**src/rtl/div_seq_32_if.sv**
```systemverilog
// Start/ready handshake and operand/result bus between the multdiv stall logic and div_seq_32.
interface div_seq_32_if;
  logic        ctrl_DIV;
  logic [31:0] data_operandA;
  logic [31:0] data_operandB;
  logic [31:0] data_result;
  logic        data_exception;
  logic        data_resultRDY;

  modport master (
    output ctrl_DIV, data_operandA, data_operandB,
    input  data_result, data_exception, data_resultRDY
  );

  modport slave (
    input  ctrl_DIV, data_operandA, data_operandB,
    output data_result, data_exception, data_resultRDY
  );
endinterface

```
**src/rtl/div_seq_32.sv**
```systemverilog
// Sequential 32-bit signed restoring divider: one quotient bit per cycle, quotient truncated toward zero.
// Divide-by-zero and MIN/-1 overflow complete in one cycle with the exception flag set.
module div_seq_32 (
  input logic         clock,
  input logic         reset,
  div_seq_32_if.slave bus
);

  localparam int unsigned W    = 32;
  localparam int unsigned RW   = W + 1;
  localparam int unsigned CW   = 5;
  localparam logic [CW-1:0] LAST    = CW'(W - 1);
  localparam logic [W-1:0]  MIN_INT = {1'b1, {(W-1){1'b0}}};

  typedef enum logic [1:0] {
    IDLE,
    RUN,
    DONE
  } state_t;

  state_t        state;
  logic [RW-1:0] rem;
  logic [W-1:0]  quo;
  logic [W-1:0]  babs;
  logic          sign;
  logic          exc_pend;
  logic [CW-1:0] cnt;

  logic [W-1:0]  result_q;
  logic          exception_q;
  logic          rdy_q;

  logic [W-1:0]  a_abs_c;
  logic [W-1:0]  b_abs_c;
  logic          div_zero_c;
  logic          ovf_c;
  logic [RW-1:0] rem_sh_c;
  logic [RW-1:0] trial_c;

  // Operand magnitudes; |0x80000000| stays 0x80000000 as an unsigned value.
  always_comb begin
    a_abs_c    = bus.data_operandA;
    b_abs_c    = bus.data_operandB;
    if (bus.data_operandA[W-1]) a_abs_c = (~bus.data_operandA) + W'(1);
    if (bus.data_operandB[W-1]) b_abs_c = (~bus.data_operandB) + W'(1);
    div_zero_c = (bus.data_operandB == '0);
    ovf_c      = (bus.data_operandA == MIN_INT) && (bus.data_operandB == '1);
  end

  // One restoring step: shift {rem, quo} left, then trial-subtract the divisor magnitude.
  always_comb begin
    rem_sh_c = {rem[RW-2:0], quo[W-1]};
    trial_c  = rem_sh_c - {1'b0, babs};
  end

  always_ff @(posedge clock) begin
    if (reset) begin
      state       <= IDLE;
      rem         <= '0;
      quo         <= '0;
      babs        <= '0;
      sign        <= 1'b0;
      exc_pend    <= 1'b0;
      cnt         <= '0;
      result_q    <= '0;
      exception_q <= 1'b0;
      rdy_q       <= 1'b0;
    end else begin
      rdy_q <= 1'b0;
      if (bus.ctrl_DIV) begin
        // A start in any state aborts whatever is in flight.
        cnt  <= '0;
        rem  <= '0;
        babs <= b_abs_c;
        if (div_zero_c) begin
          quo      <= '0;
          sign     <= 1'b0;
          exc_pend <= 1'b1;
          state    <= DONE;
        end else if (ovf_c) begin
          quo      <= MIN_INT;
          sign     <= 1'b0;
          exc_pend <= 1'b1;
          state    <= DONE;
        end else begin
          quo      <= a_abs_c;
          sign     <= bus.data_operandA[W-1] ^ bus.data_operandB[W-1];
          exc_pend <= 1'b0;
          state    <= RUN;
        end
      end else begin
        case (state)
          RUN: begin
            if (!trial_c[RW-1]) begin
              rem <= trial_c;
              quo <= {quo[W-2:0], 1'b1};
            end else begin
              rem <= rem_sh_c;
              quo <= {quo[W-2:0], 1'b0};
            end
            cnt <= cnt + CW'(1);
            if (cnt == LAST) state <= DONE;
          end
          DONE: begin
            result_q    <= sign ? ((~quo) + W'(1)) : quo;
            exception_q <= exc_pend;
            rdy_q       <= 1'b1;
            state       <= IDLE;
          end
          default: state <= IDLE;
        endcase
      end
    end
  end

  assign bus.data_result    = result_q;
  assign bus.data_exception = exception_q;
  assign bus.data_resultRDY = rdy_q;

endmodule

```
**src/flat_wrapper.sv**
```systemverilog
// flat-port wrapper written by rule: the top's interface ports become plain ports
module div_seq_32_flat 
  (clock, reset, bus_ctrl_DIV, bus_data_operandA, bus_data_operandB, bus_data_result, bus_data_exception, bus_data_resultRDY);
  div_seq_32_if bus_i ();
  input logic clock;
  input logic reset;
  input wire logic [$bits(bus_i.ctrl_DIV)-1:0] bus_ctrl_DIV;
  input wire logic [$bits(bus_i.data_operandA)-1:0] bus_data_operandA;
  input wire logic [$bits(bus_i.data_operandB)-1:0] bus_data_operandB;
  output wire logic [$bits(bus_i.data_result)-1:0] bus_data_result;
  output wire logic [$bits(bus_i.data_exception)-1:0] bus_data_exception;
  output wire logic [$bits(bus_i.data_resultRDY)-1:0] bus_data_resultRDY;
  assign bus_i.ctrl_DIV = bus_ctrl_DIV;
  assign bus_i.data_operandA = bus_data_operandA;
  assign bus_i.data_operandB = bus_data_operandB;
  assign bus_data_result = bus_i.data_result;
  assign bus_data_exception = bus_i.data_exception;
  assign bus_data_resultRDY = bus_i.data_resultRDY;
  div_seq_32 u_core (.clock(clock), .reset(reset), .bus(bus_i));
endmodule
```
**config.mk**
```make
export PLATFORM = sky130hd
export DESIGN_NAME = div_seq_32_flat
export DESIGN_NICKNAME = d
export VERILOG_FILES = /design/src/rtl/div_seq_32_if.sv /design/src/rtl/div_seq_32.sv /design/src/flat_wrapper.sv
export SDC_FILE = /design/constraint.sdc
export NUM_CORES = 1
export LEC_CHECK = 0
export ABC_AREA = 1
export CAP_MARGIN = 20
export CORE_MARGIN = 8
export CORE_UTILIZATION = 60
export CTS_BUF_LIST = sky130_fd_sc_hd__clkbuf_2 sky130_fd_sc_hd__clkbuf_4 sky130_fd_sc_hd__clkbuf_8
export DETAILED_ROUTE_END_ITERATION = 7
export GPL_ROUTABILITY_DRIVEN = 1
export PLACE_DENSITY = 0.83
export SETUP_SLACK_MARGIN = 0.5
export SYNTH_ARGS = -nofsm -noshare
export SYNTH_HDL_FRONTEND = slang
export SYNTH_SLANG_ARGS = --single-unit
```
**constraint.sdc**
```tcl
create_clock -name clock -period 2.9 [get_ports clock]
set_input_delay 0.435 -clock clock [delete_from_list [all_inputs] [get_ports clock]]
set_output_delay 0.435 -clock clock [all_outputs]
set_load 0.1 [all_outputs]
```
# Word level (Yosys, flattened, before mapping)
# Index checks and enable logic that the tools add are counted.
totals:
  word_cells: 50
  out_inout_bits: 34
  reg_bits: 139
  input_bits: 67
op_classes:
  bitwise: 5
  addsub: 5
  n_eq_ne: 6
  reduce_logical: 5
  n_mux: 19
op_table:
  columns: ["operator", "n"]
  rows:
  - ["$mux W32", 8]
  - ["$add A32 B1 Y32 const B", 3]
  - ["$not A32 Y32", 3]
  - ["$eq A32 B32 Y1 const B", 2]
  - ["$sub A33 B32 Y33", 1]
  - ["$logic_not A32 Y1", 1]
  - ["$mux W2", 5]
  - ["$mux W1", 6]
  - ["$add A5 B1 Y5 const B", 1]
  - ["$eq A5 B5 Y1 const B", 1]
  - ["$ne A3 B2 Y1 const B", 1]
  - ["$eq A2 B1 Y1 const B", 1]
  - ["$eq A2 B2 Y1 const B", 1]
  - ["$reduce_and A2 Y1", 1]
  - ["$reduce_bool A2 Y1", 1]
  - ["$reduce_or A2 Y1", 1]
  - ["$logic_and A1 B1 Y1", 1]
  - ["$not A1 Y1", 1]
  - ["$xor A1 B1 Y1", 1]

# Logic depth before layout (Yosys ltp)
logic_depth:
  depth_word: 6
  mapped_depth: 19
  depth_no_buf: 18

# Least setup slack after synthesis
# OpenSTA, ideal clock, no wires.
synth_timing:
  path_kind: "flip-flop to flip-flop"
  start: "register u_core.quo[31]"
  end: "register u_core.rem[23]"
  period_less_slack_ns: 2.158
  required_time_ns: 2.763
  n_path_buf: 1
  slack_ns: 0.742
  stages_incl_launch_ff: 19
  arrival_ns: 2.021
  setup_time_ns: 0.137
  path_cell_list: "dfxtp_1 inv_1 ha_1 fa_1 inv_1 nand2_1 nand2_1 nand3_1 nand2_2 nand2_2 nand2_4 nand2_4 nand2_4 nand2_2 nand2_4 buf_4 nand2_1 nand3_1 a21oi_1"
synth_between:
  elab_chain_cells: 2
synth_lines:
  columns: ["item", "line_no", "source"]
  rows:
  - ["from (decl)", "div_seq_32.sv:23", "logic [W-1:0] quo;"]
  - ["from (signal assigned)", "div_seq_32.sv:86", "quo <= a_abs_c;"]
  - ["from (signal assigned)", "div_seq_32.sv:96", "quo <= {quo[W-2:0], 1'b1};"]
  - ["from (signal assigned)", "div_seq_32.sv:99", "quo <= {quo[W-2:0], 1'b0};"]
  - ["$sub A33 B32 Y33", "div_seq_32.sv:53", "trial_c = rem_sh_c - {1'b0, babs};"]
  - ["$mux W32", "div_seq_32.sv:94", "if (!trial_c[RW-1]) begin"]
  - ["to (signal assigned)", "div_seq_32.sv:95", "rem <= trial_c;"]
  - ["to (signal assigned)", "div_seq_32.sv:98", "rem <= rem_sh_c;"]
  - ["to (decl)", "div_seq_32.sv:22", "logic [RW-1:0] rem;"]
# Every way passes these cells.
# A chain may end at the register's enable or synchronous reset.

# Worst setup path after layout
layout_timing:
  start: "register u_core.quo[31]"
  end: "register u_core.rem[6]"
# The elaborated chain is that of the path after synthesis.

==> flow_metrics.tcl <==
set metrics [dict create \
    synth_nets 1908 \
    crit_slowest_cell "dfxtp_2" \
    ys_seq_area_frac 0.260 \
    finalSetupTns_ns 0 \
    synth_top_area_share 0.260 \
    synth-xor-area-share 0.0466 \
    setup_viol 0 \
    synth_largest_area_cell "dfxtp_1" \
    wl_per_cell_um 15.7 \
    fin_area_mm2 0.0126 \
    rows 49 \
    layout_common_cells "nand2_1, inv_1, nor2_1" \
    hold_path.class "flop to flop" \
    synthSimpleGateAreaFrac 0.348 \
    synth_top_family_by_area "simple AND/OR/NAND/NOR gates" \
    timing_hold_violations_final 0 \
    diodes 0 \
    final_common_cell "nand2_1" \
    cts.sinks 139 \
    syn_inst 1802 \
    grt_pass1_vias 10900 \
    die_w_um 150 \
    root_buffer "clkbuf_8" \
    antenna_found_initial 1 \
    die_area_mm2 0.0224 \
    worstPathArrival_ns 2.70 \
    reg2regPathDepth 17 \
    worstReg2RegEnd "u_core.rem[6]$_SDFFE_PP0P_" \
    ys_seq_elements 139 \
    register_area_mm2 0.00278 \
    yosys_warnings 0 \
    ir_drop_uv 300 \
    path_cells "inv_4 -> ha_4 -> fa_2 -> inv_2 -> nand2_1 -> nand2_2 -> nand3_2 -> nand2_2 -> nand2_2 -> nand2_4 -> nand2_8 -> nand2_8 -> nand2_8 -> nand2_4 -> nand2_1 -> nand3_1 -> a21oi_1" \
    synth_flop_cell "dfxtp_1" \
    avgSynthCellArea_um2 5.94 \
    cts_tree "built" \
    finClkSkew_ns 0.0175 \
    synth_area_mm2 0.0107 \
    antenna_violating_nets_post_route 0 \
    regToRegSetupSlack_ns 0.56 \
    grt_start_max_net_pins 65 \
    synthAdderAreaFrac 0.0463 \
    cts_buffer_depth 2 \
    firstDrtPassIters 6 \
    slew_headroom 0.555 \
    drv_slew 0 \
    initial_core_util 0.604 \
    portBuffers 100 \
    end_kind "flop" \
    synth_edf_count 0 \
    min_period_ns 2.34 \
    overflow 0 \
    vias 11800 \
    num_io_pins 101 \
    track_usage 0.295 \
    crit_start "u_core.quo[31]$_SDFFE_PP0P_" \
    power_density_mw_per_mm2 401 \
    place_worst_setup_slack_ns 0.102 \
    die_y_um 150 \
    fillerInstances 1591 \
    syn_to_final_growth_pct 18.0 \
    setup_ws_ns 0.562 \
    worstSetupPathType "flop to flop" \
    status "finished clean" \
    avgViaCountPerCell 5.56 \
    synth_cell_type_count 49 \
    max_stage_delay_ns 0.37 \
    place.gp.congestion 0.977 \
    r2r_start "u_core.quo[31]$_SDFFE_PP0P_" \
    drive_gt1_frac 0.0925 \
    cp_max_fo 8 \
    maxCapViolCount 0 \
    layout.nets 1995 \
    multi_input_comb_area_mm2 0.00686 \
    worst-slew-pin-transition_ns 0.665 \
    postPlaceCellArea_mm2 0.0118 \
    clkLatencyLatePin_ns 0.48 \
    drc 0 \
    leakage_nw 6.12 \
    crit_required_ns 3.26 \
    core_mm2 0.0177 \
    setup.worst_path.end "u_core.rem[6]$_SDFFE_PP0P_" \
    dp.final_hpwl_mm 24.8 \
    p_total_mw 5.07 \
    synth_area_leaders "dfxtp_1, nand2_1, inv_1" \
    clk_pin_slew_ns 0.10 \
    numCtsBuffers 17 \
    start_kind "flop" \
    dr.first_iter.drc_count 1063 \
    htree_levels 4 \
    grt_pass1_wl_mm 53.4 \
    timing.fmax_ghz 0.428 \
    drt-total-wl_mm 33.5 \
    synth_compound_area_frac 0.164 \
    fin_crit_sh 0.806 \
    synthArstFlopShare 0 \
    rsz0062_at_grt "true" \
    synth_mux_area_frac 0 \
]
how the worst min path moves through the flow:
stage                                      start                      endpoint  slack [ns]  depth (start not counted)
finish                u_core.cnt[3]$_SDFFE_PP0P_    u_core.cnt[3]$_SDFFE_PP0P_        0.49                          2
global route          u_core.cnt[4]$_SDFFE_PP0P_    u_core.cnt[4]$_SDFFE_PP0P_        0.52                          2
CTS                   u_core.cnt[3]$_SDFFE_PP0P_    u_core.cnt[3]$_SDFFE_PP0P_        0.48                          2
detailed placement    u_core.cnt[3]$_SDFFE_PP0P_    u_core.cnt[3]$_SDFFE_PP0P_        0.47                          2
global placement      u_core.cnt[3]$_SDFFE_PP0P_    u_core.cnt[3]$_SDFFE_PP0P_        0.46                          2
floorplan           u_core.babs[29]$_SDFFE_PP0P_  u_core.babs[29]$_SDFFE_PP0P_        0.43                          2
registers in the layout (all words and copies together), names as in the netlist:
register and flops:
u_core.bus.data_resultRDY 1, u_core.cnt 5, u_core.bus.data_exception 1, u_core.sign 1, u_core.exc_pend 1, u_core.rem 32, u_core.babs 32, u_core.state 2
u_core.quo 32, u_core.bus.data_result 32
routing by layer:
| layer | share of wire | wire, um | track usage |
|---|---|---|---|
| met5 | 0.00039 | 13 | 0 |
| met4 | 0.032 | 1070 | 0.112 |
| met3 | 0.080 | 2700 | 0.0587 |
| met2 | 0.47 | 15800 | 0.493 |
| met1 | 0.42 | 13900 | 0.366 |
metrics by stage:
step,cells,hold WS [ns],utilization
5_1_grt,2131,0.520,0.713
6_report,2131,0.492,0.713
3_3_place_gp,2086,0.462,0.665
3_5_place_dp,2086,0.470,0.665
2_1_floorplan,1802,0.434,-
4_1_cts,2128,0.484,0.700
where the power goes:
group	internal, mW	total [mW]	switching (mW)
sequential	2.00	2.08	0.0831
clock	0.656	1.60	0.944
combinational	0.453	1.39	0.932
total	3.11	5.07	1.96
area by class of cell:
class | count | share of cell area
tap | 229 | 0.0227
inverter | 307 | 0.0916
clock buffer | 17 | 0.0185
clock inverter | 15 | 0.0135
timing repair buffer | 123 | 0.0905
sequential | 139 | 0.220
multi-input combinational | 1301 | 0.543
repair_timing:
item,CTS,global route
resized for setup,15,49
hold buffers,0,0
setup endpoints to repair,33,61
buffers inserted,5,2
pin swaps,6,14
gates cloned,5,1
synthesized netlist by cell type, drive strengths merged (4+ instances only):
cell type,count
nand2,526
inv,306
nor2,162
o21ai,144
dfxtp,139
a21oi,136
nand3,108
xor2,47
clkbuf,43
ha,38
nor3,32
nand4,24
buf,18
o22ai,12
nand3b,10
xnor2,10
o211ai,8
nor4,5
o21a,4
o21bai,4
o32ai,4
critical path: cells and delay by family (launching register included):
kind / cells / cell delay, ns
AOI/OAI and AO/OA: 1 / 0.06
adders and majority gates: 2 / 0.53
buffers and inverters: 2 / 0.10
DFF: 1 / 0.37
and+or+nand+nor: 12 / 1.16
cells by family after synthesis:
kind of cell               Yosys count
adders and majority gates           39
AOI/OAI and AO/OA                  323
DFF                                139
buffers and inverters              368
and+or+nand+nor                    876
xor gates and xnor gates            57
No activity file was read; power rests on OpenSTA's default activity.
